$ cat config.mk
export PLATFORM = sky130hd
export DESIGN_NAME = lane_block_decoder
export DESIGN_NICKNAME = d
export VERILOG_FILES = /design/src/rtl/lane_block_decoder.sv
export SDC_FILE = /design/constraint.sdc
export NUM_CORES = 1
export LEC_CHECK = 0
export CAP_MARGIN = 5
export CORE_AREA = 5 5 183 185
export DETAILED_ROUTE_END_ITERATION = 7
export DIE_AREA = 0 0 188 190
export GPL_TIMING_DRIVEN = 0
export PLACE_DENSITY = 0.81
export SYNTH_ARGS = -nofsm -noshare
export SYNTH_HDL_FRONTEND = slang
export SYNTH_SLANG_ARGS = --single-unit
$ cat constraint.sdc
create_clock -name enc_clk -period 4.6 [get_ports enc_clk]
set_input_delay 0.69 -clock enc_clk [delete_from_list [all_inputs] [get_ports enc_clk]]
set_output_delay 0.69 -clock enc_clk [all_outputs]
set_load 0.1 [all_outputs]
$ cat src/rtl/lane_block_decoder.sv
// Multi-lane block decoder: strips Gen2/Gen3 sync headers, serialises each
// captured block into bytes (LSB byte first), classifies data vs ordered-set
// blocks and tracks per-lane block lock with a HUNT/LOCKED state machine.
//
// Handshake: a block is taken on a rising edge where blk_valid and blk_ready
// are both high; blk_valid may be held across cycles, and the block is not
// taken until blk_ready is seen high. blk_ready rises while the serializer is
// idle or showing its final byte, so blocks can stream back to back.
//
// The lock FSM state of each lane is visible directly on block_lock
// (bit n = 1 exactly while lane n is LOCKED).
module lane_block_decoder #(
   parameter int NUM_LANES = 2,
   parameter int LOCK_CNT  = 4,
   parameter int ERR_LIMIT = 3
) (
   input  logic                     enc_clk,
   input  logic                     rst,
   input  logic                     enable_dec,
   input  logic [1:0]               gen_speed,
   input  logic                     blk_valid,
   input  logic [NUM_LANES*132-1:0] lane_rx_enc,
   output logic                     blk_ready,
   output logic [NUM_LANES*8-1:0]   lane_rx,
   output logic                     byte_valid,
   output logic [NUM_LANES-1:0]     data_os,
   output logic [NUM_LANES-1:0]     hdr_err,
   output logic [NUM_LANES-1:0]     block_lock,
   output logic                     enable_deskew
);

   localparam logic [1:0] GEN4     = 2'b00;
   localparam logic [1:0] GEN3     = 2'b01;
   localparam logic [1:0] GEN2     = 2'b10;
   localparam logic [1:0] GEN_RSVD = 2'b11;

   localparam logic [0:0] ST_HUNT   = 1'b0;
   localparam logic [0:0] ST_LOCKED = 1'b1;

   localparam logic [3:0] CNT_MAX = 4'd15;
   localparam logic [3:0] LOCK_TH = 4'(LOCK_CNT);
   localparam logic [3:0] ERR_TH  = 4'(ERR_LIMIT);

   // Control and serializer state
   logic       en_q;
   logic [1:0] speed_q;
   logic       busy_q;
   logic [3:0] idx_q;
   logic       deskew_q;

   // Per-lane state
   logic [NUM_LANES-1:0][127:0] payload_q, payload_d;
   logic [NUM_LANES-1:0]        os_q, os_d;
   logic [NUM_LANES-1:0]        err_q, err_d;
   logic [NUM_LANES-1:0]        state_q, state_d;
   logic [NUM_LANES-1:0][3:0]   good_q, good_d;
   logic [NUM_LANES-1:0][3:0]   bad_q, bad_d;

   // Decoded view of the incoming block
   logic [NUM_LANES-1:0][127:0] dec_pay;
   logic [NUM_LANES-1:0]        dec_hv;
   logic [NUM_LANES-1:0]        dec_os;
   logic [NUM_LANES-1:0][3:0]   good_inc;
   logic [NUM_LANES-1:0][3:0]   bad_inc;

   logic       speed_chg;
   logic       flush;
   logic [3:0] last_idx;
   logic       accept;

   // A speed change while running costs one idle cycle, like a disable pulse.
   assign speed_chg  = enable_dec & en_q & (gen_speed != speed_q);
   assign flush      = ~enable_dec | (gen_speed == GEN_RSVD) | speed_chg;
   assign last_idx   = (gen_speed == GEN2) ? 4'd7 : 4'd15;
   assign blk_ready  = rst & ~flush & (~busy_q | (idx_q == last_idx));
   assign accept     = blk_valid & blk_ready;

   assign byte_valid    = busy_q;
   assign data_os       = os_q;
   assign hdr_err       = err_q;
   assign block_lock    = state_q;
   assign enable_deskew = deskew_q;

   // Header classification and payload extraction for the current speed
   always_comb begin
      for (int n = 0; n < NUM_LANES; n++) begin
         dec_pay[n] = lane_rx_enc[132*n +: 128];
         dec_hv[n]  = 1'b1;
         dec_os[n]  = 1'b0;
         case (gen_speed)
            GEN2: begin
               dec_pay[n] = {64'h0, lane_rx_enc[132*n+2 +: 64]};
               dec_hv[n]  = (lane_rx_enc[132*n +: 2] == 2'b10) ||
                            (lane_rx_enc[132*n +: 2] == 2'b01);
               dec_os[n]  = (lane_rx_enc[132*n +: 2] == 2'b01);
            end
            GEN3: begin
               dec_pay[n] = lane_rx_enc[132*n+4 +: 128];
               dec_hv[n]  = (lane_rx_enc[132*n +: 4] == 4'b1010) ||
                            (lane_rx_enc[132*n +: 4] == 4'b0101);
               dec_os[n]  = (lane_rx_enc[132*n +: 4] == 4'b0101);
            end
            default: begin
               dec_hv[n] = 1'b1;
               dec_os[n] = 1'b0;
            end
         endcase
      end
   end

   // Saturating increments of the lock and error counters
   always_comb begin
      for (int n = 0; n < NUM_LANES; n++) begin
         good_inc[n] = (good_q[n] == CNT_MAX) ? CNT_MAX : good_q[n] + 4'd1;
         bad_inc[n]  = (bad_q[n] == CNT_MAX) ? CNT_MAX : bad_q[n] + 4'd1;
      end
   end

   // Per-lane next state: capture, header status and lock FSM
   always_comb begin
      for (int n = 0; n < NUM_LANES; n++) begin
         payload_d[n] = payload_q[n];
         os_d[n]      = os_q[n];
         err_d[n]     = 1'b0;
         state_d[n]   = state_q[n];
         good_d[n]    = good_q[n];
         bad_d[n]     = bad_q[n];
         if (flush) begin
            payload_d[n] = '0;
            os_d[n]      = 1'b0;
            state_d[n]   = ST_HUNT;
            good_d[n]    = 4'd0;
            bad_d[n]     = 4'd0;
         end else if (accept) begin
            payload_d[n] = dec_pay[n];
            err_d[n]     = ~dec_hv[n];
            if (dec_hv[n]) os_d[n] = dec_os[n];
            case (state_q[n])
               ST_HUNT: begin
                  if (dec_hv[n]) begin
                     // Gen4 has no header to qualify, so one block is enough.
                     if ((gen_speed == GEN4) || (good_inc[n] >= LOCK_TH)) begin
                        state_d[n] = ST_LOCKED;
                        good_d[n]  = 4'd0;
                        bad_d[n]   = 4'd0;
                     end else begin
                        good_d[n] = good_inc[n];
                     end
                  end else begin
                     good_d[n] = 4'd0;
                  end
               end
               default: begin
                  if (!dec_hv[n]) begin
                     if (bad_inc[n] >= ERR_TH) begin
                        state_d[n] = ST_HUNT;
                        good_d[n]  = 4'd0;
                        bad_d[n]   = 4'd0;
                     end else begin
                        bad_d[n] = bad_inc[n];
                     end
                  end else begin
                     bad_d[n] = 4'd0;
                  end
               end
            endcase
         end
      end
   end

   // Byte selection from the captured payload, forced to zero when idle
   always_comb begin
      lane_rx = '0;
      for (int n = 0; n < NUM_LANES; n++) begin
         lane_rx[8*n +: 8] = busy_q ? payload_q[n][{idx_q, 3'b000} +: 8] : 8'h00;
      end
   end

   // Serializer control, speed tracking and deskew enable
   always_ff @(posedge enc_clk or negedge rst) begin
      if (!rst) begin
         en_q     <= 1'b0;
         speed_q  <= 2'b00;
         busy_q   <= 1'b0;
         idx_q    <= 4'd0;
         deskew_q <= 1'b0;
      end else begin
         en_q    <= enable_dec;
         speed_q <= gen_speed;
         if (flush) begin
            busy_q   <= 1'b0;
            idx_q    <= 4'd0;
            deskew_q <= 1'b0;
         end else begin
            deskew_q <= &state_q;
            if (accept) begin
               busy_q <= 1'b1;
               idx_q  <= 4'd0;
            end else if (busy_q) begin
               if (idx_q == last_idx) busy_q <= 1'b0;
               else                   idx_q  <= idx_q + 4'd1;
            end
         end
      end
   end

   // Per-lane registers
   always_ff @(posedge enc_clk or negedge rst) begin
      if (!rst) begin
         payload_q <= '0;
         os_q      <= '0;
         err_q     <= '0;
         state_q   <= '0;
         good_q    <= '0;
         bad_q     <= '0;
      end else begin
         payload_q <= payload_d;
         os_q      <= os_d;
         err_q     <= err_d;
         state_q   <= state_d;
         good_q    <= good_d;
         bad_q     <= bad_d;
      end
   end

endmodule

Yosys cells after proc, flatten, opt, wreduce, memory -nomap -nowiden:

Index checks and enable logic that the tools add are counted.

* add/subtract/negate cells: 5
* multiply operators: 0
* divide/modulo/power cells: 0
* magnitude comparators: 4
* equal/unequal tests: 22
* shift operators: 2
* mux-type cells: 78
* bitwise operators: 13
* reduce and logical (&&, ||, !) cells: 23

Operators with widths (number)
* $mux W128: 4
* $pmux W128 S2: 2
* $shiftx A128 B8 Y8: 2
* $mux W4: 37
* $mux W1: 29
* $eq A4 B4 Y1 const B: 6
* $add A4 B1 Y4 const B: 5
* $mux W8: 2
* $reduce_bool A3 Y1: 5
* $reduce_and A3 Y1: 4
* $eq A2 B2 Y1 const B: 4
* $eq A4 B3 Y1 const B: 2
* $ge A4 B2 Y1 const B: 2
* $ge A4 B3 Y1 const B: 2
* $pmux W1 S2: 4
* $reduce_and A2 Y1: 4
* $eq A2 B1 Y1 const B: 3
* $logic_or A1 B1 Y1: 6
* $ne A3 B1 Y1 const B: 2
* $ne A3 B2 Y1 const B: 2
* $reduce_bool A2 Y1: 3
* $and A1 B1 Y1: 5
* $not A1 Y1: 5
* $eq A4 B4 Y1: 1
* 4 further kinds: 6

* register bits: 287
* bits in latches: 0
* memory bits (writable): 0
* ROM bits: 0
* input bits: 270
* output and inout bits: 25
* logic and storage cells: 162
* memories: 0

Depth between registers and ports, before layout:

Gate-level depths: netlist of the first run.

* depth after elaboration: 9
* depth in mapped cells: 12

Least setup slack after synthesis of the first run:

Ideal clock, no wire load.

* kind: input to output
* from: input port gen_speed[1]
* to: output port blk_ready
* data arrival time: 2767 ps
* data required time: 3910 ps
* setup slack: 1143 ps
* stages on the path: 7
* buffers on the path: 3
* path through: xor2_1 > o21ai_1 > and3b_1 > buf_2 > clkbuf_1 > clkbuf_1 > and3_1

* word-level cells in the longest chain between the ends: 6

Ends and longest elaborated chain
* start: declaration: line 20 `input logic [1:0] gen_speed,`
* parallel branches: the longest is 5 deep, another holds $mux W4
* $and A1 B1 Y1 *: line 75 `assign blk_ready = rst & ~flush & (~busy_q | (idx_q == last_idx));`
* end: declaration: line 23 `output logic blk_ready,`

Mark *: on every way between the ends.

Worst setup path after layout of the first run:

* from: register idx_q[1]
* to: output port lane_rx[2]

* word-level cells in the longest chain between the ends: 2

Ends and longest elaborated chain
* start: declaration: line 48 `logic [3:0] idx_q;`
* start signal: assignment: line 201 `else idx_q <= idx_q + 4'd1;`
* $shiftx A128 B8 Y8: line 175 `lane_rx[8*n +: 8] = busy_q ? payload_q[n][{idx_q, 3'b000} +: 8] : 8'h00;`
* $mux W8: line 175
* end: declaration: line 24 `output logic [NUM_LANES*8-1:0] lane_rx,`

Every way passes these cells.

==> impl_metrics.json, run 1 <==
{
  "syn-num-nets": 2095,
  "leakage_nw": 8.71,
  "ctsHoldBuffers": 0,
  "fillers": 2481,
  "placed_area_mm2": 0.0206,
  "antenna_found_initial": 3,
  "dominantRegCellSynth": "dfrtp_1",
  "grt_max_degree": 123,
  "highest_layer": "met5",
  "coreArea_mm2": 0.0319,
  "port_buffers": 294,
  "path_cells": "clkbuf_1, clkbuf_1, mux4_2, mux4_2, and2_1, dlygate4sd2_1",
  "wl_per_cell_um": 24.7,
  "syn_area_per_cell_um2": 9.42,
  "peakVddDrop_mv": 0.325,
  "synthesis.area_mm2": 0.0171,
  "rsz0062_at_grt": "false",
  "grt_pass1_wl_mm": 95.8,
  "drc": 0,
  "htree_levels": 1,
  "die-area_mm2": 0.0357,
  "cts_tree": "yes",
  "row_count": 66,
  "required_ns": 3.91,
  "synth_edf_count": 0,
  "firstDrtPassIters": 6,
  "fin_skew_ns": 0.00738,
  "wl_met3_mm": 7.18,
  "end_kind": "primary output",
  "layout-drive-gt1-share_pct": 11.7,
  "crit_buf_inv": 3,
  "ys_ff_latch": 287,
  "drv_slew": 0,
  "cp.arrival_ns": 3.90,
  "fin_crit_sh_pct": 99.7,
  "clkLatencyLatePin_ns": 0.56,
  "critPathKind": "register to primary output",
  "dp.cells": 2516,
  "yosys_warnings": 0,
  "hold_viol_final": 0,
  "max_stage_delay_ns": 0.62,
  "final_nets": 2422,
  "grt.overflow.total": 0,
  "fmax_mhz": 218,
  "dpl.hpwl_mm": 48.5,
  "drt_wl_total_mm": 63.6,
  "dr_wl_met2_mm": 28.6,
  "crit_family": "buffers and inverters",
  "critPathMaxFanout": 10,
  "wl_met1_mm": 24.1,
  "clock-root-buffer": "clkbuf_16",
  "min_period_ns": 4.59,
  "hp-class": "input pin to asynchronous set/reset pin",
  "async_reset_ff_share_pct": 100,
  "synthTopCellsByArea": "dfrtp_1 (42%), mux4_2 (11%), o21ai_0 (7.4%)",
  "cts.sinks": 287,
  "clock_path_buffers": 3,
  "ios": 295,
  "synth_cell_type_count": 51,
  "vias": 17300,
  "synth-seq-area-share_pct": 42.1,
  "powerDensity_mw_per_mm2": 292,
  "viasPerCell": 6.74,
  "stdcell_count": 2571,
  "worstMarginPinSlew_ns": 1.09,
  "multiInputGateArea_mm2": 0.00904,
  "synth_top_area_share_pct": 42.1,
  "setup_viol": 0,
  "dieHeight_um": 190,
  "fin_area_mm2": 0.0216,
  "synth_top_area_cell": "dfrtp_1",
  "path_clk_slew_ns": 0.06,
  "cp-start-kind": "register",
  "cp_slowest_cell": "clkbuf_1",
  "gr-usage-all-layers_pct": 34.1,
  "place.gp.congestion": 0.970,
  "initial_core_util_pct": 53.5,
  "p_total_mw": 6.31,
  "cts-buffers-inserted": 30,
  "synthToLayoutAreaGrowth_pct": 26.4,
  "regArea_mm2": 0.00718,
  "die_width_um": 188,
  "ant_nets": 0,
  "drtIter0Drc": 2395,
  "postSynthCellCount": 1812,
  "status": "finished, final reports clean",
  "cap_violations": 0,
  "slew_headroom_pct": 27.0,
  "first_global_vias": 16700
}
## Yosys cell counts (2+ instances only)
library cell / n
clkbuf_1: 148
nand4_1: 3
nor2_1: 89
a21boi_0: 3
a31o_2: 81
a31oi_1: 2
nand2_1: 77
mux2i_1: 3
dfrtp_1: 287
buf_2: 23
mux2_2: 2
nand3b_1: 4
inv_1: 14
and2_1: 19
nand3_1: 188
a21oi_1: 139
nand2b_1: 3
a211oi_1: 64
o31ai_1: 2
o21ai_0: 252
xor2_1: 4
mux4_2: 80
a22oi_1: 128
buf_6: 4
and3_1: 6
nor2b_1: 129
buf_1: 19
ha_1: 13
a21o_1: 2
nor3_1: 3
## metal layers
metal	vias up	global-route usage [%]
met4	2	15.8
met2	1256	52.8
met1	8451	46.8
li1	7413	-
met3	214	6.94
met5	-	0
## stage by stage
| stage | TNS, ns | util, % | hold slack (ns) | setup slack [ns] |
|---|---|---|---|---|
| after floorplan | 0 | - | 0.394 | 1.14 |
| after global placement | -5564.82 | 64.4 | 0.478 | -10.39 |
| after detailed placement | -0.456 | 64.6 | 0.488 | -0.456 |
| after CTS | 0 | 67.7 | 0.149 | 0.0441 |
| after global routing | 0 | 67.7 | 0.158 | 0.00121 |
| final | 0 | 67.7 | 0.0901 | 0.0119 |
## placed cells by master, fill, tap and decap left out, drive strengths merged, types with 3 or more instances in the layout
| cell | n |
|---|---|
| o21ai | 253 |
| clkdlybuf4s50 | 276 |
| dlygate4sd2 | 16 |
| clkbuf | 186 |
| and3 | 6 |
| buf | 51 |
| nand3b | 4 |
| nand3 | 188 |
| inv | 14 |
| clkinv | 11 |
| a211oi | 64 |
| ha | 13 |
| nor3 | 3 |
| a22oi | 128 |
| mux2i | 3 |
| mux4 | 80 |
| a21boi | 3 |
| dfrtp | 287 |
| nand2b | 3 |
| nand4 | 3 |
| bufinv | 3 |
| nand2 | 77 |
| a31o | 81 |
| xor2 | 4 |
| nor2b | 129 |
| nor2 | 89 |
| a21oi | 140 |
| and2 | 19 |
## cells by family after synthesis
family	share of synthesized area, %
mux	10.9
xor+xnor	0.301
buf+inv	4.96
simple gates	15.8
compound gates	25.0
fa+ha+maj	0.953
flops	42.1
## final cells by class
class | instances | share of cell area (%)
inverter | 14 | 0.244
clock buffer | 40 | 3.98
buffer | 194 | 3.68
timing repair buffer | 296 | 13.8
tap | 408 | 2.37
multi-input combinational | 1316 | 41.9
antenna | 1 | 0.0116
sequential | 287 | 33.3
clock inverter | 15 | 0.708
## flip-flops by register name (all words and copies together) (netlist names), 2 cells and up
name	cells
data_os	2
hdr_err	2
bad_q	8
good_q	8
payload_q	256
block_lock	2
idx_q	4
speed_q	2
## power breakdown
part           switching, mW  total, mW  internal [mW]  leakage, nW
logic                  0.702       1.17          0.465         4.22
registers             0.0418       2.63           2.58         3.98
clock network           1.05       2.52           1.47        0.508
total                   1.79       6.31           4.52         8.71
## final timing paths
check                               from             end  slack [ns]  cells after the start
max reg2reg                   speed_q[1]  payload_q[130]        1.68                      8
max in group asynchronous            rst  payload_q[122]        3.05                      3
min in group enc_clk       payload_q[66]   payload_q[66]        0.50                      2
min reg2reg                payload_q[66]   payload_q[66]        0.50                      2
max                             idx_q[1]      lane_rx[2]        0.01                      6
min                                  rst  payload_q[197]        0.09                      1
## what timing repair did
action                                  in CTS  in global routing
endpoints found under the setup margin      17                  4
buffers inserted                             0                  0
resized for setup                           20                  3
Note: power is estimated with default switching activity, not from simulation.
==> run 2: changes to the inputs <==
Settings changed: SKIP_CTS_REPAIR_TIMING set to 1.
==> impl_metrics.json, run 2 (same netlist as run 1, synthesis figures left out) <==
{
  "cts-buffers-inserted": 30,
  "setup_viol": 0,
  "hold_viol_final": 0,
  "wl_per_cell_um": 24.8,
  "ff2ff_setup_slack_ns": 1.74,
  "vias": 17300,
  "synthToLayoutAreaGrowth_pct": 26.7,
  "dieHeight_um": 190,
  "gr-usage-all-layers_pct": 34.1,
  "grt_max_degree": 123,
  "status": "finished, final reports clean",
  "critPathMaxFanout": 10,
  "worstMarginPinSlew_ns": 1.12,
  "largest_register": "payload_q",
  "max_stage_delay_ns": 0.65,
  "end_kind": "primary output",
  "cp_slowest_cell": "clkbuf_1",
  "row_count": 66,
  "cap_violations": 0,
  "crit_buf_inv": 3,
  "final_cell_mix": "dfrtp_1 (287), clkdlybuf4s50_1 (276), o21ai_0 (252)",
  "layout-drive-gt1-share_pct": 11.7,
  "p_total_mw": 6.32,
  "antenna_found_initial": 3,
  "required_ns": 3.91,
  "cp-start-kind": "register",
  "largest_reg_flops": 256,
  "initial_core_util_pct": 53.5,
  "min_period_ns": 4.52,
  "r2r_end": "payload_q[130]",
  "clock_path_buffers": 3,
  "drt_wl_total_mm": 63.7,
  "die-area_mm2": 0.0357,
  "fin_crit_sh_pct": 98.3,
  "firstDrtPassIters": 6,
  "fillers": 2472,
  "crit_end": "lane_rx[10]",
  "place.gp.congestion": 0.970,
  "slew_headroom_pct": 25.5,
  "grt_pass1_wl_mm": 95.8,
  "fmax_mhz": 221,
  "rsz0062_at_grt": "false",
  "coreArea_mm2": 0.0319,
  "powerDensity_mw_per_mm2": 292,
  "ios": 295,
  "dpl.hpwl_mm": 48.5,
  "critPathKind": "register to primary output",
  "drtIter0Drc": 2280,
  "clock-root-buffer": "clkbuf_16",
  "crit_family": "buffers and inverters",
  "r2r_cells": 10,
  "crit_start": "idx_q[1]",
  "ant_nets": 0,
  "die_width_um": 188,
  "port_buffers": 294,
  "dp.cells": 2516,
  "grt.overflow.total": 0,
  "cts.sinks": 287,
  "leakage_nw": 8.93,
  "first_global_vias": 16700,
  "clkLatencyLatePin_ns": 0.57,
  "path_clk_slew_ns": 0.07,
  "viasPerCell": 6.73,
  "hp-class": "input pin to asynchronous set/reset pin",
  "htree_levels": 1,
  "cp.depth": 6,
  "r2r_start": "idx_q[1]",
  "reg_top3": "payload_q x256, bad_q x8, good_q x8",
  "drv_slew": 0,
  "final_nets": 2423,
  "cts_tree": "yes",
  "drc": 0,
  "fin_skew_ns": 0.0104,
  "stdcell_count": 2572,
  "path_cells": "clkbuf_1, clkbuf_1, mux4_2, mux4_2, and2_1, dlymetal6s2s_1",
  "cp.arrival_ns": 3.83,
  "peakVddDrop_mv": 0.326,
  "final_common_cell": "dfrtp_1"
}
run 2: through the flow:
step	instance area (um2)	util, %	TNS [ns]	setup slack, ns	hold slack (ns)
floorplan	17100	-	0	1.14	0.394
global placement	20500	64.4	-5564.82	-10.39	0.478
detailed placement	20600	64.6	-0.456	-0.456	0.488
CTS	21600	67.7	-6.18	-0.512	0.149
global route	21600	67.9	0	0.00144	0.158
finish	21600	67.9	0	0.0769	0.105
run 2: area by class of cell:
class,instances,area [um2],share of cell area [%]
Clock buffer,40,860,3.97
Timing Repair Buffer,296,3040,14.0
Antenna cell,1,2.50,0.0116
Clock inverter,15,153,0.706
Buffer,195,796,3.68
Inverter,14,52.6,0.243
Multi-Input combinational cell,1316,9040,41.8
Tap cell,408,510,2.36
Sequential cell,287,7180,33.2
run 2: worst min-delay path by stage:
| stage | from | to | cells past startpoint |
|---|---|---|---|
| 2_1_floorplan | rst | bad_q[0] | 0 |
| 3_3_place_gp | payload_q[106] | payload_q[106] | 2 |
| 3_5_place_dp | payload_q[241] | payload_q[241] | 2 |
| 4_1_cts | rst | payload_q[197] | 1 |
| 5_1_grt | rst | payload_q[197] | 1 |
| 6_report | rst | payload_q[197] | 1 |
run 2: report_power, final:
group / internal, mW / total [mW] / leakage (nW) / switching, mW
combinational: 0.465 / 1.17 / 4.44 / 0.703
clock: 1.47 / 2.52 / 0.508 / 1.05
sequential: 2.58 / 2.63 / 3.98 / 0.0420
total: 4.52 / 6.32 / 8.93 / 1.79
run 2: layer usage:
| layer | vias to the layer above | track usage [%] | wire [um] |
|---|---|---|---|
| li1 | 7413 | - | - |
| met1 | 8424 | 46.8 | 24200 |
| met2 | 1223 | 52.8 | 28500 |
| met3 | 244 | 6.94 | 7330 |
| met4 | 2 | 15.8 | 3760 |
| met5 | - | 0 | 11 |
==> run 3: changes to the inputs <==
Settings changed: PLACE_DENSITY 0.81 to 0.78.
==> impl_metrics.json, run 3 (same netlist as run 1, synthesis figures left out) <==
{
  "status": "finished, final reports clean",
  "dieHeight_um": 190,
  "die_width_um": 188,
  "clkLatencyLatePin_ns": 0.58,
  "viasPerCell": 6.71,
  "critPathKind": "register to primary output",
  "hold_viol_final": 0,
  "drc": 0,
  "worstMarginPinSlew_ns": 1.04,
  "vias": 17300,
  "cts_tree": "yes",
  "initial_core_util_pct": 53.5,
  "fmax_mhz": 223,
  "peakVddDrop_mv": 0.327,
  "critPathMaxFanout": 10,
  "firstDrtPassIters": 6,
  "hp-class": "input pin to asynchronous set/reset pin",
  "path_clk_slew_ns": 0.06,
  "setup_viol": 0,
  "synthToLayoutAreaGrowth_pct": 27.7,
  "coreArea_mm2": 0.0319,
  "pre_cts_ws_ns": -0.562,
  "cts-buffers-inserted": 31,
  "first_global_vias": 16900,
  "ff2ff_setup_slack_ns": 1.73,
  "required_ns": 3.91,
  "rsz0062_at_grt": "false",
  "ant_nets": 0,
  "cp-start-kind": "register",
  "fin_crit_sh_pct": 97.5,
  "r2r_cells": 10,
  "wl_per_cell_um": 25.0,
  "fin_ws_ns": 0.116,
  "place.gp.congestion": 0.996,
  "powerDensity_mw_per_mm2": 306,
  "htree_levels": 1,
  "grt.overflow.total": 0,
  "largest_reg_flops": 256,
  "reg_top3": "payload_q x256, bad_q x8, good_q x8",
  "ios": 295,
  "grt_pass1_wl_mm": 97.6,
  "cap_violations": 0,
  "fin_tns_setup_ns": 0,
  "die-area_mm2": 0.0357,
  "cts.sinks": 287,
  "final_nets": 2424,
  "row_count": 66,
  "antenna_found_initial": 5,
  "clock_path_buffers": 3,
  "dpl.hpwl_mm": 49.0,
  "gr-usage-all-layers_pct": 35.0,
  "leakage_nw": 9.00,
  "end_kind": "primary output",
  "drtIter0Drc": 2042,
  "grt_max_degree": 116,
  "drt_wl_total_mm": 64.5,
  "layout-drive-gt1-share_pct": 12.0,
  "drv_slew": 0,
  "r2r_start": "idx_q[1]",
  "fin_skew_ns": 0.0174,
  "port_buffers": 294,
  "min_period_ns": 4.48,
  "clock-root-buffer": "clkbuf_16",
  "r2r_end": "payload_q[128]",
  "final_common_cell": "dfrtp_1",
  "slew_headroom_pct": 30.6,
  "final_cell_mix": "dfrtp_1 (287), clkdlybuf4s50_1 (276), o21ai_0 (252)",
  "cp.arrival_ns": 3.79,
  "largest_register": "payload_q"
}
run 3: cell types whose count changed in the layout (fill, tap and decap cells not counted):
cell	previous run	this run
bufinv_16	3	8
clkbuf_1	151	148
clkinv_2	11	8
clkbuf_8	5	7
diode_2	1	3
clkbuf_2	2	3
inv_6	0	1
run 3: per-stage QoR:
step / util (%) / instances / power [mW] / cell area [um2] / hold slack [ns]
floorplan: - / 1812 / 3.20 / 17100 / 0.394
global placement: 64.4 / 2514 / 3.78 / 20500 / 0.477
detailed placement: 64.6 / 2516 / 3.80 / 20600 / 0.485
CTS: 68.2 / 2574 / 6.64 / 21800 / 0.236
global route: 68.4 / 2577 / 6.87 / 21800 / 0.268
finish: 68.4 / 2577 / 6.68 / 21800 / 0.199
run 3: metal layers:
metal	routed length (um)	vias up	GRT usage [%]
li1	-	7434	-
met1	24400	8430	46.8
met2	28600	1181	53.6
met3	7170	233	7.76
met4	4310	4	18.9
met5	23	-	0
run 3: report_power, final:
part / internal [mW] / switching (mW) / total [mW]
Sequential: 2.58 / 0.0415 / 2.62
Combinational: 0.466 / 0.706 / 1.17
Clock: 1.79 / 1.09 / 2.88
run 3: how the worst max path moves through the flow:
stage	startpoint	end	cells after the start	slack, ns
after floorplan	gen_speed[1]	blk_ready	7	1.14
after global placement	rst	payload_q[251]	10	-10.71
after detailed placement	gen_speed[1]	blk_ready	9	-0.56
after CTS	gen_speed[1]	blk_ready	9	-0.60
after global routing	idx_q[1]	lane_rx[11]	6	0.09
final	idx_q[1]	lane_rx[8]	6	0.12
run 3: layout make-up:
cell class              instances  area [um2]
flip-flops and latches        287        7180
plain buffers                 195         797
fillers                      2481       10100
clock buffers                  40         880
repair buffers                296        3040
diodes                          3        7.51
inverters                      14        52.6
well taps                     408         510
multi-input cells            1316        9040
clock inverters                18         297
run 3: critical path: stages (launching register included):
cell	delay, ns
dfrtp_1	0.40
clkbuf_1	0.53
clkbuf_1	0.61
mux4_2	0.49
mux4_2	0.49
and2_1	0.20
dlymetal6s2s_1	0.49
